$ cat src/rtl/seg7_pkg.sv
// Shared types and glyph constants for the seven-segment scan driver.
// Segment vectors are {g,f,e,d,c,b,a}, active low.
package seg7_pkg;

   typedef logic [6:0] seg_t;

   localparam seg_t SEG_BLANK = 7'h7F;
   localparam seg_t SEG_DASH  = 7'b0111111;

   localparam seg_t SEG_DIGIT [0:9] = '{
      7'b1000000,  // 0
      7'b1111001,  // 1
      7'b0100100,  // 2
      7'b0110000,  // 3
      7'b0011001,  // 4
      7'b0010010,  // 5
      7'b0000010,  // 6
      7'b1111000,  // 7
      7'b0000000,  // 8
      7'b0010000   // 9
   };

endpackage

$ cat src/rtl/seg7_decode.sv
// Combinational BCD-to-glyph decoder; non-decimal codes show a dash.
module seg7_decode
   import seg7_pkg::*;
(
   input  logic [3:0] code,
   output seg_t       seg
);

   always_comb begin
      seg = SEG_DASH;
      case (code)
         4'd0: seg = SEG_DIGIT[0];
         4'd1: seg = SEG_DIGIT[1];
         4'd2: seg = SEG_DIGIT[2];
         4'd3: seg = SEG_DIGIT[3];
         4'd4: seg = SEG_DIGIT[4];
         4'd5: seg = SEG_DIGIT[5];
         4'd6: seg = SEG_DIGIT[6];
         4'd7: seg = SEG_DIGIT[7];
         4'd8: seg = SEG_DIGIT[8];
         4'd9: seg = SEG_DIGIT[9];
         default: seg = SEG_DASH;
      endcase
   end

endmodule

$ cat src/rtl/seg7_scan_driver.sv
// Multiplexed common-anode display driver. New values are double-buffered
// and only committed at a scan-frame boundary so a frame never mixes values.
module seg7_scan_driver
   import seg7_pkg::*;
#(
   parameter int NUM_DIGITS  = 8,
   parameter int REFRESH_DIV = 100000
)(
   input  logic                    clk,
   input  logic                    reset,
   input  logic                    load,
   input  logic [4*NUM_DIGITS-1:0] bcd_in,
   input  logic [NUM_DIGITS-1:0]   dp_in,
   input  logic                    blank_lz,
   output logic [NUM_DIGITS-1:0]   an,
   output seg_t                    seg,
   output logic                    dp,
   output logic                    pending,
   output logic                    updated
);

   localparam int CNT_W = $clog2(REFRESH_DIV);
   localparam int IDX_W = $clog2(NUM_DIGITS);

   logic [CNT_W-1:0]          cnt_reg;
   logic [IDX_W-1:0]          idx_reg;
   logic [4*NUM_DIGITS-1:0]   shadow_bcd_reg, active_bcd_reg;
   logic [NUM_DIGITS-1:0]     shadow_dp_reg, active_dp_reg;
   logic                      pending_reg, updated_reg;
   logic [NUM_DIGITS-1:0]     an_reg, an_next;
   seg_t                      seg_reg, seg_next;
   logic                      dp_reg, dp_next;

   logic                      tick, frame_end, commit, blank;
   seg_t                      digit_seg [NUM_DIGITS];
   // zero_from[i]: active digits i..NUM_DIGITS-1 are all zero
   logic [NUM_DIGITS-1:0]     zero_from;

   assign tick      = (cnt_reg == CNT_W'(REFRESH_DIV - 1));
   assign frame_end = tick && (idx_reg == IDX_W'(NUM_DIGITS - 1));
   assign commit    = frame_end && pending_reg;

   generate
      for (genvar gi = 0; gi < NUM_DIGITS; gi++) begin : g_digit
         seg7_decode u_decode (
            .code (active_bcd_reg[4*gi +: 4]),
            .seg  (digit_seg[gi])
         );
         if (gi == NUM_DIGITS - 1) begin : g_top
            assign zero_from[gi] = (active_bcd_reg[4*gi +: 4] == 4'd0);
         end else begin : g_lower
            assign zero_from[gi] = (active_bcd_reg[4*gi +: 4] == 4'd0) && zero_from[gi+1];
         end
      end
   endgenerate

   always_ff @(posedge clk or posedge reset) begin
      if (reset) begin
         cnt_reg <= '0;
         idx_reg <= '0;
      end else begin
         cnt_reg <= tick ? '0 : cnt_reg + 1'b1;
         if (tick)
            idx_reg <= (idx_reg == IDX_W'(NUM_DIGITS - 1)) ? '0 : idx_reg + 1'b1;
      end
   end

   // A load coinciding with a commit keeps pending set so it lands next frame.
   always_ff @(posedge clk or posedge reset) begin
      if (reset) begin
         shadow_bcd_reg <= '0;
         shadow_dp_reg  <= '0;
         active_bcd_reg <= '0;
         active_dp_reg  <= '0;
         pending_reg    <= 1'b0;
         updated_reg    <= 1'b0;
      end else begin
         updated_reg <= commit;
         if (commit) begin
            active_bcd_reg <= shadow_bcd_reg;
            active_dp_reg  <= shadow_dp_reg;
         end
         if (load) begin
            shadow_bcd_reg <= bcd_in;
            shadow_dp_reg  <= dp_in;
            pending_reg    <= 1'b1;
         end else if (commit) begin
            pending_reg    <= 1'b0;
         end
      end
   end

   always_comb begin
      an_next          = '1;
      an_next[idx_reg] = 1'b0;
      blank            = blank_lz && (idx_reg != '0) && zero_from[idx_reg];
      seg_next         = blank ? SEG_BLANK : digit_seg[idx_reg];
      dp_next          = ~active_dp_reg[idx_reg];
   end

   always_ff @(posedge clk or posedge reset) begin
      if (reset) begin
         an_reg  <= '1;
         seg_reg <= SEG_BLANK;
         dp_reg  <= 1'b1;
      end else begin
         an_reg  <= an_next;
         seg_reg <= seg_next;
         dp_reg  <= dp_next;
      end
   end

   assign an      = an_reg;
   assign seg     = seg_reg;
   assign dp      = dp_reg;
   assign pending = pending_reg;
   assign updated = updated_reg;

endmodule

$ cat config.mk
export PLATFORM = sky130hd
export DESIGN_NAME = seg7_scan_driver
export DESIGN_NICKNAME = d
export VERILOG_FILES = /design/src/rtl/seg7_pkg.sv /design/src/rtl/seg7_decode.sv /design/src/rtl/seg7_scan_driver.sv
export SDC_FILE = /design/constraint.sdc
export NUM_CORES = 1
export LEC_CHECK = 0
export CORE_MARGIN = 2
export CORE_UTILIZATION = 50
export DETAILED_ROUTE_END_ITERATION = 10
export MAX_ROUTING_LAYER = met4
export PLACE_DENSITY = 0.71
export SLEW_MARGIN = 20
export SYNTH_ARGS = -nofsm -noshare
export SYNTH_HDL_FRONTEND = slang
export SYNTH_SLANG_ARGS = --single-unit
$ cat constraint.sdc
create_clock -name clk -period 4.9 [get_ports clk]
set_clock_uncertainty 0.1 [all_clocks]
set_input_delay 0.49 -clock clk [delete_from_list [all_inputs] [get_ports clk]]
set_output_delay 0.49 -clock clk [all_outputs]
set_load 0.005 [all_outputs]
==> Word-level counts from Yosys, hierarchy flattened <==
Memory sizes are Yosys's and may differ from the RTL's.
Index checks and enable logic that the tools add are counted.
{ "word_totals": {"regBits": 118, "rom_bits": 896, "input_bits": 44, "output_inout_bits": 18, "wordCells": 65, "n_memories": 8} }
{ "classes": {"addsub": 2, "n_lt_le_gt_ge": 3, "n_eq_ne": 2, "mux": 14, "bitwise": 3, "n_reduce_logical": 22} }
{ "memory_table": {"columns": ["name", "depth", "width", "rd", "rd_clocked_by_memory_dff", "wr", "line_no", "source"], "rows": [
  ["(no name shown)", 16, 7, 1, 0, 0, "seg7_decode.sv:11", "case (code)"],
  ["(no name shown)", 16, 7, 1, 0, 0, "seg7_decode.sv:11", null],
  ["(no name shown)", 16, 7, 1, 0, 0, "seg7_decode.sv:11", null],
  ["(no name shown)", 16, 7, 1, 0, 0, "seg7_decode.sv:11", null],
  ["(no name shown)", 16, 7, 1, 0, 0, "seg7_decode.sv:11", null],
  ["(no name shown)", 16, 7, 1, 0, 0, "seg7_decode.sv:11", null],
  ["+2 memories", null, null, null, null, null, null, null]
]} }
{ "op_table": {"columns": ["operator", "n"], "rows": [
  ["$logic_not 4->1", 8],
  ["$bmux 7 s3", 1],
  ["$mux 7", 3],
  ["$add 17x1->17 const B", 1],
  ["$eq 17x17->1 const B", 1],
  ["$mux 17", 1],
  ["$logic_and 1x1->1", 12],
  ["$not 8->8", 1],
  ["$bmux 1 s3", 2],
  ["$mux 1", 5],
  ["$ge 4x4->1 const B", 1],
  ["$lt 3x4->1 const B", 1],
  ["$not 3->4", 1],
  ["$add 3x1->3 const B", 1],
  ["$demux 1 s3", 1],
  ["$eq 3x3->1 const B", 1],
  ["$ge 3x1->1 const B", 1],
  ["$mux 3", 1],
  ["$reduce_bool 3->1", 1],
  ["$reduce_bool 2->1", 1],
  ["$not 1->1", 1]
]} }

==> Longest topological paths before layout <==
{ "depth": {"word_depth": 12, "ltp_mapped": 8, "depth_no_buf": 7} }

==> Hierarchy <==
Synthesis repeated with hierarchy kept, for this count alone.
{ "unflattened": {"hier_cells": 632, "hier_area_um2": 7285.7} }
{ "modules_own_cells": {"columns": ["module", "n_inst", "cells_each", "area_each_um2", "seq_area_each_um2"], "rows": [
  ["seg7_scan_driver", 1, 384, 5373.9, 2972.9],
  ["seg7_decode (g_digit[1].u_decode ...)", 7, 31, 240.2, 0.0],
  ["seg7_decode (g_digit[0].u_decode)", 1, 31, 230.2, 0.0]
]} }

==> Worst setup path after synthesis <==
No wires, ideal clock.
{ "synth_timing": {"path_type": "reg2reg", "from": "register active_bcd_reg[29]", "to": "register seg_reg[4], in the netlist seg[4]", "setup_time_ns": 0.111, "t_arrival_ns": 1.881, "required_ns": 4.689, "slack_ns": 2.808, "path_stages_with_launch": 8, "n_path_buf": 0, "synth_period_minus_slack_ns": 2.092, "cell_sequence": "dfrtp_1 > inv_1 > ha_1 > nor3b_1 > or4bb_1 > o21ai_0 > o2111ai_1 > o311ai_0"} }
{ "synth_via": {"elab_chain_len": 12, "word_cells_on_any_way": 16, "classes_between": "mux (6); reduce/logical (9); memory (1)"} }
{ "synth_lines": {"columns": ["element", "line_no", "source"], "rows": [
  ["from (decl)", "seg7_scan_driver.sv:27", "logic [4*NUM_DIGITS-1:0] shadow_bcd_reg, active_bcd_reg;"],
  ["from (signal assigned)", "seg7_scan_driver.sv:80", "active_bcd_reg <= shadow_bcd_reg;"],
  ["$logic_not 4->1", "seg7_scan_driver.sv:50", "assign zero_from[gi] = (active_bcd_reg[4*gi +: 4] == 4'd0);"],
  ["$logic_and 1x1->1 (7 in series)", "seg7_scan_driver.sv:52", "assign zero_from[gi] = (active_bcd_reg[4*gi +: 4] == 4'd0) && zero_from[gi+1];"],
  ["$bmux 1 s3", "seg7_scan_driver.sv:96", "blank = blank_lz && (idx_reg != '0) && zero_from[idx_reg];"],
  ["$mux 1 (not written as such)", "seg7_scan_driver.sv:96", null],
  ["$logic_and 1x1->1", "seg7_scan_driver.sv:96", null],
  ["$mux 7 (*)", "seg7_scan_driver.sv:97", "seg_next = blank ? SEG_BLANK : digit_seg[idx_reg];"],
  ["net seg_next[4]", "seg7_scan_driver.sv:31", "seg_t seg_reg, seg_next;"],
  ["to (signal assigned)", "seg7_scan_driver.sv:108", "seg_reg <= seg_next;"],
  ["to (decl)", "seg7_scan_driver.sv:31", null]
]} }
Mark *: on every way through the listed nets, which the timed path passes. The rest lies on a longest branch. The select of a mux whose other input is x is not followed.
A chain may end at the register's enable or synchronous reset.

==> Worst setup path in the final report <==
{ "layout_timing": {"from": "register cnt_reg[0]", "to": "register active_bcd_reg[18]"} }
{ "layout_via": {"elab_chain_len": 3} }
{ "layout_lines": {"columns": ["element", "line_no", "source"], "rows": [
  ["from (decl)", "seg7_scan_driver.sv:25", "logic [CNT_W-1:0] cnt_reg;"],
  ["from (signal assigned)", "seg7_scan_driver.sv:62", "cnt_reg <= tick ? '0 : cnt_reg + 1'b1;"],
  ["$eq 17x17->1", "seg7_scan_driver.sv:39", "assign tick = (cnt_reg == CNT_W'(REFRESH_DIV - 1));"],
  ["$logic_and 1x1->1", "seg7_scan_driver.sv:40", "assign frame_end = tick && (idx_reg == IDX_W'(NUM_DIGITS - 1));"],
  ["$logic_and 1x1->1", "seg7_scan_driver.sv:41", "assign commit = frame_end && pending_reg;"]
]} }
Every way passes these cells.

==> impl_metrics.json <==
{
  "placed_cells": 769,
  "coreArea_sq_um": 12600,
  "multiInputGateArea_sq_um": 3160,
  "tightest_slew_ps": 981,
  "combinationalPowerShare": 0.041,
  "pwr-share-clk": 0.531,
  "root_buffer": "clkbuf_16",
  "clockBufferDepth": 2,
  "startpoint_type": "flop",
  "ys_types": 56,
  "via_count": 4391,
  "crit_required_ps": 5100,
  "power.density_nw_per_um2": 310,
  "drv_cap": 0,
  "cp_slowest_cell": "nand3_4",
  "place_congestion": 0.898,
  "final_max_slew_viol_count": 0,
  "ctsHoldBuffers": 0,
  "grt_pass1_vias": 4654,
  "sw_frac_of_total": 0.213,
  "crit_path_end_kind": "flop",
  "p_switching_mw": 0.512,
  "slew_headroom": 0.346,
  "crit_type": "reg -> reg",
  "nets": 698,
  "cts.sinks": 118,
  "synth_edf_count": 0,
  "io-pin-count": 62,
  "final_cells": 801,
  "avgSynthCellArea_sq_um": 11.4,
  "synth_nets": 645,
  "dp_hpwl_microns": 9730,
  "cts.clk_slew.worst_paths_ps": 60,
  "ys.flop_type": "dfrtp_1",
  "period_share": 0.633,
  "wire_per_inst_microns": 17.0,
  "htreeDepth": 4,
  "dieArea_sq_um": 13800,
  "regArea_sq_um": 2970,
  "cts_tree": "yes",
  "grt_max_degree": 43,
  "setup_tns_ps": 0,
  "p_leak_nw": 3.40,
  "syn_inst": 563,
  "arrival_ps": 3300,
  "period_needed_ps": 3100,
  "fin_ws_ps": 1800,
  "diodes": 0,
  "cp_common_cell": "and4_1",
  "clk-insertion-delay-late_ps": 420,
  "ir_worst_vdd_mv": 0.309,
  "mostFrequentLayoutCells": "102 x dfrtp_1, 60 x clkdlybuf4s50_1, 41 x mux2_2",
  "crit_buf_inv": 0,
  "initialDrtViolationCount": 223,
  "initial_utilization": 0.511,
  "grt_overflow": 0,
  "critical_path.top_delay_family": "simple AND/OR/NAND/NOR gates",
  "grt_usage": 0.218,
  "yosysSeqAreaShare": 0.463,
  "max_freq_ghz": 0.323,
  "seqPwrFrac": 0.428,
  "layout-drive-gt1-share": 0.221,
  "hp-class": "in -> async",
  "slowest_delay_ps": 720,
  "num-fill-cells": 1025,
  "hold_violations": 0,
  "status": "finished clean",
  "grt_pass1_wl_microns": 23100,
  "post_dp_cell_area_sq_um": 7110,
  "row_count": 41,
  "viasPerCell": 5.48,
  "post-route-util": 0.615,
  "path_max_fanout": 41,
  "drt-total-wl_microns": 13600,
  "synthesis.area_sq_um": 6420,
  "ys_seq_elements": 118,
  "p_int_mw": 1.89,
  "postCtsSetupBuffers": 0,
  "crit_chain": "ha_1 > and4_1 > and2_1 > and4_1 > nand3_4 > mux2_4",
  "final_common_cell": "dfrtp_1",
  "dp_slack_ps": 1790,
  "fp.dieW_microns": 117,
  "die_height_microns": 117,
  "firstDrtPassIters": 5,
  "setup_viol": 0,
  "yosys_warnings": 0,
  "finish.instance_area_sq_um": 7730,
  "io_buffers": 61,
  "rsz0062_at_grt": "false",
  "cts_resized": 0,
  "grt_antenna_before_repair": 0,
  "numCtsBuffers": 17,
  "area_growth_pct": 20.4,
  "async_flop_share": 1.00,
  "drc": 0,
  "ant_nets": 0
}
-- power groups by stage --
stage / clock [mW] / combinational [mW] / sequential, mW
after floorplan: 0 / 0.0552 / 1.04
after global routing: 1.36 / 0.109 / 1.03
after CTS: 1.30 / 0.102 / 1.03
after global placement: 0 / 0.0970 / 1.04
after detailed placement: 0 / 0.101 / 1.04
final: 1.27 / 0.0983 / 1.03
-- routing by layer --
metal | global-route usage | part of all wire
met1 | 0.272 | 0.46
met2 | 0.345 | 0.49
met3 | 0.0564 | 0.033
met4 | 0.0730 | 0.017
met5 | - | 0
-- worst paths after layout --
path	startpoint	depth (start not counted)	end	slack, ps
max	cnt_reg[0]	6	active_bcd_reg[18]	1800
min	reset	2	cnt_reg[7]	360
max reg2reg	cnt_reg[0]	6	active_bcd_reg[18]	1800
min reg2reg	shadow_bcd_reg[10]	1	active_bcd_reg[10]	400
max in group asynchronous	reset	3	seg[1]	3440
min in group clk	shadow_bcd_reg[10]	1	active_bcd_reg[10]	400
-- worst reg2reg max path: cells and delay by family, from the launching register on --
kind          cells  cell delay (ps)
mux               1              570
flops             1              410
simple gates      4             1670
fa+ha+maj         1              230
-- Yosys cell counts, types with 3 or more instances --
master    count  area, sq um
and3_1        5         31.3
nor3b_1       7         52.6
inv_1        36          135
mux2_2       41          462
dfrtp_1     102         2550
and4_1        3         26.3
xnor2_1       6         52.6
a31oi_1       3         18.8
nor3_1        3         15.0
xor2_1        9         78.8
buf_6         4         45.0
o22ai_1       6         37.5
a21oi_1      23          115
o221ai_1      4         35.0
dfstp_2      16          420
nand2b_1     11         68.8
nor2_1       23         86.3
buf_2         3         15.0
o211ai_1      6         45.0
clkbuf_1     22         82.6
nor2b_1      16          100
a221oi_1      8         70.1
o311ai_0     10         87.6
o32ai_1       4         35.0
ha_1         38          475
mux2_4       39          586
nand2_1      26         97.6
a211oi_1      5         37.5
o21ai_0      31          155
nand3_1      14         70.1
mux2i_1       3         30.0
-- stage by stage --
stage,hold WS (ps),power [mW]
after floorplan,355,1.09
after global placement,372,1.14
after detailed placement,392,1.14
after CTS,370,2.43
after global routing,387,2.50
final,360,2.40
-- cells by family after synthesis --
logic type / after synthesis / synth area share
AO/OA/AOI/OAI: 116 / 0.121
adder cells (fa/ha/maj): 38 / 0.0741
multiplexers: 83 / 0.168
flip-flops: 118 / 0.463
AND/OR/NAND/NOR: 126 / 0.108
XOR/XNOR: 15 / 0.0205
buffers and inverters: 67 / 0.0450
-- cell type report --
cell class | instances | share of cell area
multi-input cells | 378 | 0.409
flip-flops and latches | 118 | 0.385
repair buffers | 64 | 0.0813
clock buffers | 18 | 0.0568
well taps | 172 | 0.0278
clock inverters | 14 | 0.0225
inverters | 37 | 0.0183
Power figures use the tool's default switching activity.
